<file path="src/rtl/apb_regbank.sv">
// APB slave register bank: NREG word registers, optional read-only slots sourced
// from ro_i, configurable access-phase wait states and error response.
module apb_regbank #(
    parameter int unsigned     NREG    = 8,
    parameter int unsigned     DW      = 32,
    parameter int unsigned     AW      = 16,
    parameter int unsigned     WAIT    = 0,
    parameter logic [NREG-1:0] RO_MASK = '0
) (
    input  logic               pclk,
    input  logic               presetn,
    input  logic               psel,
    input  logic               penable,
    input  logic               pwrite,
    input  logic [AW-1:0]      paddr,
    input  logic [DW-1:0]      pwdata,
    input  logic [DW/8-1:0]    pstrb,
    output logic [DW-1:0]      prdata,
    output logic               pready,
    output logic               pslverr,
    input  logic [NREG*DW-1:0] ro_i,
    output logic [NREG*DW-1:0] regs_o,
    output logic [NREG-1:0]    wr_pulse
);

    localparam int unsigned NB   = DW / 8;
    localparam int unsigned IW   = AW - 2;
    localparam int unsigned CW   = 3;
    localparam int unsigned CMPW = (IW > 7) ? IW + 1 : 8;

    typedef enum logic {
        IDLE,
        ACCESS
    } state_t;

    state_t          state;
    logic [CW-1:0]   cnt;
    logic [IW-1:0]   idx_c;
    logic [NREG-1:0] hit_c;
    logic            idx_ok_c;
    logic            err_c;
    logic            commit_c;
    logic [DW-1:0]   rd_src_c;
    logic [DW-1:0]   rd_acc [NREG+1];
    logic [NREG-1:0] unused_ro;

    assign idx_c    = paddr[AW-1:2];
    assign idx_ok_c = CMPW'(idx_c) < CMPW'(NREG);
    assign err_c    = (paddr[1:0] != 2'b00) || !idx_ok_c || (pwrite && |(hit_c & RO_MASK));

    // Completion is qualified by the live bus so a dropped psel never completes.
    assign pready   = presetn && (state == ACCESS) && (cnt == '0) && psel && penable;
    assign pslverr  = pready && err_c;
    assign commit_c = pready && pwrite && !err_c;

    assign rd_acc[0] = '0;
    assign rd_src_c  = rd_acc[NREG];

    for (genvar k = 0; k < NREG; k++) begin : g_reg
        logic [DW-1:0] src;
        logic          pulse_q;

        assign hit_c[k]       = (idx_c == IW'(k));
        assign rd_acc[k+1]    = rd_acc[k] | (hit_c[k] ? src : '0);
        assign wr_pulse[k]    = pulse_q;

        always_ff @(posedge pclk) begin
            if (!presetn) begin
                pulse_q <= 1'b0;
            end else begin
                pulse_q <= commit_c && hit_c[k];
            end
        end

        if (RO_MASK[k]) begin : g_ro
            assign src                = ro_i[k*DW +: DW];
            assign regs_o[k*DW +: DW] = '0;
            assign unused_ro[k]       = 1'b0;
        end else begin : g_rw
            logic [DW-1:0] q;

            assign src                = q;
            assign regs_o[k*DW +: DW] = q;
            // ro_i slices of writable registers are intentionally ignored.
            assign unused_ro[k]       = ^ro_i[k*DW +: DW];

            for (genvar b = 0; b < NB; b++) begin : g_byte
                always_ff @(posedge pclk) begin
                    if (!presetn) begin
                        q[b*8 +: 8] <= '0;
                    end else if (commit_c && hit_c[k] && pstrb[b]) begin
                        q[b*8 +: 8] <= pwdata[b*8 +: 8];
                    end
                end
            end
        end
    end

    // Transfer FSM; read data is captured at the setup edge.
    always_ff @(posedge pclk) begin
        if (!presetn) begin
            state  <= IDLE;
            cnt    <= '0;
            prdata <= '0;
        end else begin
            case (state)
                IDLE: begin
                    if (psel && !penable) begin
                        state <= ACCESS;
                        cnt   <= CW'(WAIT);
                        if (!pwrite) begin
                            prdata <= err_c ? '0 : rd_src_c;
                        end
                    end
                end
                ACCESS: begin
                    if (pready || !psel) begin
                        state <= IDLE;
                    end else if (cnt != '0) begin
                        cnt <= cnt - CW'(1);
                    end
                end
                default: state <= IDLE;
            endcase
        end
    end

endmodule
</file>
<file path="config.mk">
export PLATFORM = sky130hd
export DESIGN_NAME = apb_regbank
export DESIGN_NICKNAME = d
export VERILOG_FILES = /design/src/rtl/apb_regbank.sv
export SDC_FILE = /design/constraint.sdc
export NUM_CORES = 1
export LEC_CHECK = 0
export CAP_MARGIN = 20
export CORE_AREA = 4 4 237 239
export CTS_BUF_LIST = sky130_fd_sc_hd__clkbuf_16
export DETAILED_ROUTE_END_ITERATION = 8
export DIE_AREA = 0 0 241 243
export PLACE_DENSITY = 0.59
export REMOVE_ABC_BUFFERS = 1
export SYNTH_ARGS = -nofsm -noshare
export SYNTH_HDL_FRONTEND = slang
export SYNTH_SLANG_ARGS = --single-unit
</file>
<file path="constraint.sdc">
create_clock -name pclk -period 2.09 [get_ports pclk]
set_input_delay 0.3135 -clock pclk [delete_from_list [all_inputs] [get_ports pclk]]
set_output_delay 0.3135 -clock pclk [all_outputs]
set_load 0.01 [all_outputs]
</file>
==> qor.txt, run 1 <==
==================================================================================================
Result of the run ................................................................... complete, no violations
Cell depth of the worst flop-to-flop path ...........................................            9
Class of the tightest hold or removal check ......................................... primary input to register
First-pass GRT wire length ..........................................................    75,300 um
Critical register-to-register path startpoint ....................................... cnt[0]$_SDFFE_PN0P_
Number of register bits inferred by synthesis .......................................          300
Die extent in x .....................................................................       241 um
Combined area of all synthesized cells ..............................................  13,200 um^2
Worst setup path end ................................................................      pslverr
DR vias .............................................................................       11,609
Cell count after synthesis ..........................................................        1,352
Vias per inst .......................................................................         4.65
Area enclosed by the die boundary ...................................................  58,600 um^2
Port Buffer Count ...................................................................          354
Share of the core filled with cells .................................................        36.9%
FFs w/ async S/R, synth .............................................................           0%
Pwr per Cell Area ...................................................................  627 nW/um^2
Slew Limit Headroom .................................................................        52.9%
Maximum clock skew at final layout ..................................................    0.0160 ns
Fraction of synthesized cell area in xor and xnor cells .............................           0%
Final clock period utilization by the worst path ....................................        95.2%
Iteration-0 DRC count of the detailed router ........................................          538
Post-DRT Antenna Nets ...............................................................            0
Pre-antenna DRT Iters ...............................................................            4
Net count, final ....................................................................        2,089
Synthesis warning total .............................................................            0
Number of placed cells counting well taps ...........................................        2,424
Hold-fix buffers, CTS ...............................................................            0
Total length of routed met2 wires ...................................................    23,900 um
Proportion of layout cells with a drive suffix above 1 ..............................        12.6%
Clock root buffer ...................................................................    clkbuf_16
Clock latency reported for the late side of the worst-skew pair .....................      0.55 ns
Met3 wire length ....................................................................      3130 um
Fraction of the mapped netlist area in compound gates ...............................        4.67%
Final slew viol count ...............................................................            0
Arr. time, crit path ................................................................      1.68 ns
Number of H-tree levels .............................................................            2
Post-route worst hold slack .........................................................     0.375 ns
IO Pins .............................................................................          611
Setup violators final ...............................................................            0
Maximum number of pins on one net before global-route repair ........................          137
Post-synthesis share of cell area spent on and, or, nand and nor gates ..............        17.3%
Row cnt .............................................................................           85
CP endpoint kind .................................................................... primary output
Wire length on met1 .................................................................    22,900 um
Startpoint-to-endpoint class of the critical path ................................... primary input to primary output
Initial core utilization ............................................................        24.6%
RR Endpoint ......................................................................... regs_o[237]$_SDFFE_PN0P_
Endpoints failing hold ..............................................................            0
DRC errors left .....................................................................            0
Launching element of the worst setup path ...........................................     paddr[8]
Post-route cell area ................................................................  19,900 um^2
Clock buffers created by TritonCTS ..................................................           36
Estimated wirelength of the detail-placed design ....................................    36,100 um
Detail-routed net length per standard cell ..........................................      20.4 um
Worst-case setup slack after placement ..............................................    -0.945 ns
Mux contribution to synthesized area ................................................        29.1%
Max FO, Critical Path ...............................................................            2
Total wire length ...................................................................    51,100 um
Minimum setup slack among reg-to-reg paths ..........................................      0.16 ns
Total leakage power .................................................................      7.18 nW
Measured slew at the worst slew-check pin ...........................................     0.706 ns
Main combinational cell family by area after synthesis .............................. multiplexers
Maximum frequency from static timing analysis .......................................      502 MHz
Adder-cell share of the synthesized area ............................................       0.189%
Maximum ir drop on the vdd rail .....................................................     0.432 mV
Total grt overflow ..................................................................            0
Placer Congestion ...................................................................        0.803
CTS tree ............................................................................          yes
Proportion of netlist area held by the largest area contributor .....................        45.4%
Top routing layer used ..............................................................         met5
EDFF count, synth ...................................................................            0
Period minus WS final ...............................................................      1.99 ns
Final setup margin ..................................................................    0.0997 ns
Floorplan core area .................................................................  53,800 um^2
Max clock buf depth .................................................................            3
Vias in the first global route ......................................................       11,578
Unrepaired setup endpoints after global routing .....................................           no
Cell type contributing the most total cell area after synthesis .....................      dfxtp_1
Sink count of the clock tree ........................................................          300
Maxcap violations ...................................................................            0
Final setup TNS .....................................................................         0 ns
Total global-route track usage ......................................................        16.7%
Critical path data required time ....................................................      1.78 ns
Vert. Die Dim .......................................................................       243 um
Startpoint kind of the worst setup timing path ...................................... primary input
Total power .........................................................................      12.5 mW
Clock transition time at the flip-flop clock pins of the worst setup and hold paths .      0.06 ns
Largest cells by area after synthesis ............................................... dfxtp_1 45%, mux2i_1 29%, nand2_1 9.2%
Sequential-to-total area share from yosys stat ......................................        45.4%
Unique masters post-synth ...........................................................           30
Post-detailed-placement cell area ...................................................  18,600 um^2
Average footprint of a synthesized cell .............................................    9.78 um^2
Antenna violations before repair ....................................................            3
Count of non-filler cells in the finished layout ....................................        2,498
Main flop type after synthesis ......................................................      dfxtp_1
Area delta synth->final .............................................................        50.3%
==================================================================================================
[synthesized netlist by cell type (2+ instances only)]
cell      count
a22oi_1       3
and2_1        3
buf_1         7
buf_2         8
buf_4        15
clkbuf_1     64
dfxtp_1     300
ha_1          2
inv_1         7
mux2i_1     384
nand2_1     325
nand2b_1      4
nand3_1      16
nand4_1      17
nor2_1       40
nor2b_1       9
nor3_1        4
nor3_4       32
nor4_1        2
o21ai_0       4
o21ai_1      32
o22ai_1      64
or3b_1        2
or4_1         2
[kinds of logic after synthesis]
| logic type | count (synthesis) |
|---|---|
| compound gates | 105 |
| flops | 300 |
| fa+ha+maj | 2 |
| buf+inv | 101 |
| simple gates | 460 |
| mux | 384 |
[state kept, by name (all words and copies together) (netlist names)]
name	cells
prdata	32
cnt	3
regs_o	256
g.pulse_q	8
state	1
[critical path: stages]
cell and delay [ns]:
clkdlybuf4s50_1 0.42, nor4_2 0.25, buf_4 0.15, nand4_1 0.10, buf_6 0.16, and2_4 0.16, buf_6 0.11
[power by group]
part | leakage, nW | internal [mW] | switching [mW]
clock network | 0.595 | 3.47 | 2.57
logic | 4.17 | 0.267 | 0.437
registers | 2.42 | 5.72 | 0.000780
[repair_timing]
action | 4_1_cts | 5_1_grt
gates cloned | 0 | 0
resized for setup | 26 | 18
endpoints found under the setup margin | 298 | 200
pin swaps | 5 | 10
endpoints found under the hold margin | 0 | 0
setup buffers | 2 | 6
[placed cells by master (no fill, tap or decap), types with 6 or more instances in the layout]
| cell type | instances |
|---|---|
| mux2i_1 | 384 |
| clkdlybuf4s50_1 | 347 |
| nand2_1 | 325 |
| dfxtp_1 | 298 |
| buf_4 | 72 |
| o22ai_1 | 64 |
| nor2_1 | 39 |
| buf_12 | 38 |
| clkbuf_16 | 37 |
| nor3_4 | 33 |
| o21ai_1 | 32 |
| nand4_1 | 17 |
| inv_1 | 16 |
| nand3_1 | 16 |
| buf_6 | 15 |
| nor2b_1 | 9 |
| clkinv_2 | 6 |
[how the worst min path moves through the flow]
stage / from / slack (ns) / cells after the start / end
floorplan: paddr[4] / 0.39 / 1 / g_reg[0].pulse_q$_SDFF_PN0_
global placement: prdata[6]$_SDFFE_PN0P_ / 0.44 / 2 / prdata[6]$_SDFFE_PN0P_
detailed placement: prdata[3]$_SDFFE_PN0P_ / 0.44 / 2 / prdata[3]$_SDFFE_PN0P_
CTS: presetn / 0.35 / 4 / state$_SDFF_PN0_
global route: presetn / 0.37 / 4 / state$_SDFF_PN0_
finish: presetn / 0.37 / 4 / state$_SDFF_PN0_
[final cells by class]
class | count | area, um^2
sequential | 300 | 6010
antenna | 1 | 2.50
inverter | 7 | 28.8
tap | 696 | 871
clock buffer | 37 | 926
clock inverter | 28 | 190
multi-input combinational | 951 | 6840
timing repair buffer | 478 | 5010
fill | 5331 | 33900
[routing by layer]
metal  GRT usage [%]  up-vias
met5               0        -
met3            4.20       69
met4            3.92        4
li1                -     5564
met1            22.3     5643
met2            27.2      329
Power figures use the tool's default switching activity.
==> run 2: changes to the inputs <==
--- a/config.mk
+++ b/config.mk
@@ -6,11 +6,13 @@
 export NUM_CORES = 1
 export LEC_CHECK = 0
 export CAP_MARGIN = 20
-export CORE_AREA = 4 4 237 239
+export CELL_PAD_IN_SITES_DETAIL_PLACEMENT = 1
+export CELL_PAD_IN_SITES_GLOBAL_PLACEMENT = 1
+export CORE_AREA = 2 2 240 242
 export CTS_BUF_LIST = sky130_fd_sc_hd__clkbuf_16
 export DETAILED_ROUTE_END_ITERATION = 8
-export DIE_AREA = 0 0 241 243
-export PLACE_DENSITY = 0.59
+export DIE_AREA = 0 0 242 244
+export PLACE_DENSITY_LB_ADDON = 0.1
 export REMOVE_ABC_BUFFERS = 1
 export SYNTH_ARGS = -nofsm -noshare
 export SYNTH_HDL_FRONTEND = slang
==> run 2 against run 1 <==
Final cell count increased by 2.0%. Register-to-register slack got worse by 0.03 ns. Combinational power increased by 2%. Worst hold slack got worse by 0.12 ns. Sequential power about the same.
==> qor.txt, run 2 (same netlist as run 1, synthesis figures left out) <==
==================================================================================================
First-pass GRT wire length ..........................................................    82,700 um
Clock root buffer ...................................................................    clkbuf_16
Cell with the largest stage delay on the worst path .................................      dfxtp_2
DRC errors left .....................................................................            0
Total leakage power .................................................................      7.13 nW
DR vias .............................................................................       11,496
RR Endpoint ......................................................................... regs_o[72]$_SDFFE_PN0P_
Die extent in x .....................................................................       242 um
Row cnt .............................................................................           87
Critical register-to-register path startpoint ....................................... cnt[1]$_SDFFE_PN0P_
Iteration-0 DRC count of the detailed router ........................................          432
CTS tree ............................................................................          yes
Result of the run ................................................................... complete, no violations
Max clock buf depth .................................................................            3
Estimated wirelength of the detail-placed design ....................................    38,500 um
Area delta synth->final .............................................................        50.9%
Measured slew at the worst slew-check pin ...........................................     0.435 ns
Hold-fix buffers, CTS ...............................................................            0
Port Buffer Count ...................................................................          354
Maximum number of pins on one net before global-route repair ........................           73
Clock latency reported for the late side of the worst-skew pair .....................      0.56 ns
Sink count of the clock tree ........................................................          300
Commonest cells after routing, fill and taps aside .................................. 384 x mux2i_1, 350 x clkdlybuf4s50_1, 325 x nand2_1
Count of non-filler cells in the finished layout ....................................        2,548
Pre-antenna DRT Iters ...............................................................            4
Comb pwr share ......................................................................         5.6%
Post-route worst hold slack .........................................................     0.255 ns
Period minus WS final ...............................................................      2.01 ns
Unrepaired setup endpoints after global routing .....................................           no
Vert. Die Dim .......................................................................       244 um
Class of the tightest hold or removal check ......................................... primary input to register
Detail-routed net length per standard cell ..........................................      22.1 um
Worst-case setup slack after placement ..............................................    -0.341 ns
FF+latch area .......................................................................    6010 um^2
Maxcap violations ...................................................................            0
Slew Limit Headroom .................................................................        71.0%
Startpoint kind of the worst setup timing path ......................................     register
Number of placed cells counting well taps ...........................................        2,472
Arr. time, crit path ................................................................      1.69 ns
Vias per inst .......................................................................         4.51
Proportion of layout cells with a drive suffix above 1 ..............................        11.4%
Worst Hold Path Cells ...............................................................            4
Maximum frequency from static timing analysis .......................................      499 MHz
Total wire length ...................................................................    56,200 um
Net count, final ....................................................................        2,076
Total global-route track usage ......................................................        18.6%
Internal cell power .................................................................      9.65 mW
Endpoints failing hold ..............................................................            0
Post-DRT Antenna Nets ...............................................................            0
Final-layout fill cell count ........................................................        6,369
End point of the most critical hold path ............................................ regs_o[81]$_SDFFE_PN0P_
Vias in the first global route ......................................................       12,359
Footprint of the multi-input gates ..................................................    6800 um^2
Portion of total power attributed to the clock network ..............................        49.7%
Pwr per Cell Area ...................................................................  642 nW/um^2
Switching Share .....................................................................        24.7%
Startpoint-to-endpoint class of the critical path ................................... register to primary output
Maximum clock skew at final layout ..................................................    0.0198 ns
Final clock period utilization by the worst path ....................................        95.9%
Setup violators final ...............................................................            0
Number of H-tree levels .............................................................            2
Placer Congestion ...................................................................        0.747
Most common library cell in the layout ignoring fill and taps .......................      mux2i_1
Antenna violations before repair ....................................................            5
Critical Path, Cell by Cell ......................................................... inv_1, ha_2, ha_4, nand4_4, inv_2, and2_4, buf_6
Clock buffers created by TritonCTS ..................................................           40
Floorplan core area .................................................................  56,200 um^2
Maximum ir drop on the vdd rail .....................................................     0.420 mV
Worst min-delay path startpoint .....................................................      presetn
Post-route cell area ................................................................  20,000 um^2
Total grt overflow ..................................................................            0
Number of flip-flops under the largest register name ................................          256
Max FO, Critical Path ...............................................................            3
Net switching power .................................................................      3.16 mW
Cell depth of the worst flop-to-flop path ...........................................           10
CP endpoint kind .................................................................... primary output
Critical path data required time ....................................................      1.78 ns
Max stage delay on crit path ........................................................      0.33 ns
Proportion of power drawn by flip-flops and latches .................................        44.7%
Clock transition time at the flip-flop clock pins of the worst setup and hold paths .      0.06 ns
Area enclosed by the die boundary ...................................................  59,000 um^2
Final slew viol count ...............................................................            0
Total power .........................................................................      12.8 mW
Minimum setup slack among reg-to-reg paths ..........................................      0.13 ns
Final setup margin ..................................................................    0.0847 ns
Initial core utilization ............................................................        23.5%
Post-detailed-placement cell area ...................................................  18,700 um^2
IO Pins .............................................................................          611
==================================================================================================
==> run 2: cell count changes in the layout (fill, tap and decap cells not counted), sizes merged <==
cell / previous run / this run
buf: 126 / 109
bufinv: 2 / 1
clkbuf: 39 / 43
clkdlybuf4s50: 347 / 350
clkinv: 11 / 17
clkinvlp: 0 / 1
dlygate4sd2: 1 / 0
dlymetal6s2s: 2 / 0
inv: 22 / 19
==> run 2: worst max-delay path: cells and delay by family (launching register included) <==
kind | cells | cell delay (ns)
fa+ha+maj | 2 | 0.33
flops | 1 | 0.33
simple gates | 2 | 0.24
buf+inv | 3 | 0.24
==> run 2: metal layers <==
layer / track usage [%] / share of wire [%]
met5: 0 / 0.064
met3: 4.61 / 5.4
met2: 31.7 / 48
met1: 23.6 / 45
met4: 4.68 / 1.8
==> run 2: worst max-delay path by stage <==
stage | start | end | slack [ns] | depth (start not counted)
final | cnt[1]$_SDFFE_PN0P_ | pslverr | 0.08 | 7
after global routing | cnt[1]$_SDFFE_PN0P_ | pslverr | 0.005 | 7
after floorplan | paddr[13] | g_reg[0].pulse_q$_SDFF_PN0_ | -2.63 | 4
after global placement | paddr[5] | regs_o[73]$_SDFFE_PN0P_ | -0.30 | 9
after CTS | cnt[1]$_SDFFE_PN0P_ | pslverr | 0.0004 | 7
after detailed placement | paddr[13] | regs_o[78]$_SDFFE_PN0P_ | -0.34 | 9
==> run 2: power groups by stage <==
stage,sequential [mW],combinational [mW],clock (mW)
after global placement,5.85,0.734,0
final,5.72,0.722,6.37
after CTS,5.72,0.740,6.61
after global routing,5.72,0.768,6.83
after floorplan,5.85,0.183,0
after detailed placement,5.85,0.738,0
==> run 2: cell type report <==
| cell class | count | share of cell area (%) |
|---|---|---|
| repair buffers | 461 | 25.0 |
| diodes | 1 | 0.0125 |
| clock inverters | 31 | 0.815 |
| clock buffers | 41 | 5.14 |
| inverters | 7 | 0.132 |
| multi-input cells | 951 | 34.1 |
| flip-flops and latches | 300 | 30.1 |
| well taps | 756 | 4.74 |
==> run 2: metrics by stage <==
step                TNS, ns  utilization, %
floorplan           -762.27               -
global placement     -45.08            33.3
detailed placement   -53.37            33.3
CTS                       0            35.5
global route              0            35.5
finish                    0            35.5
==> run 2: repair_timing <==
action	CTS	global route
buffers inserted	2	1
resized for setup	14	3
endpoints found under the setup margin	23	10
pin swaps	1	2
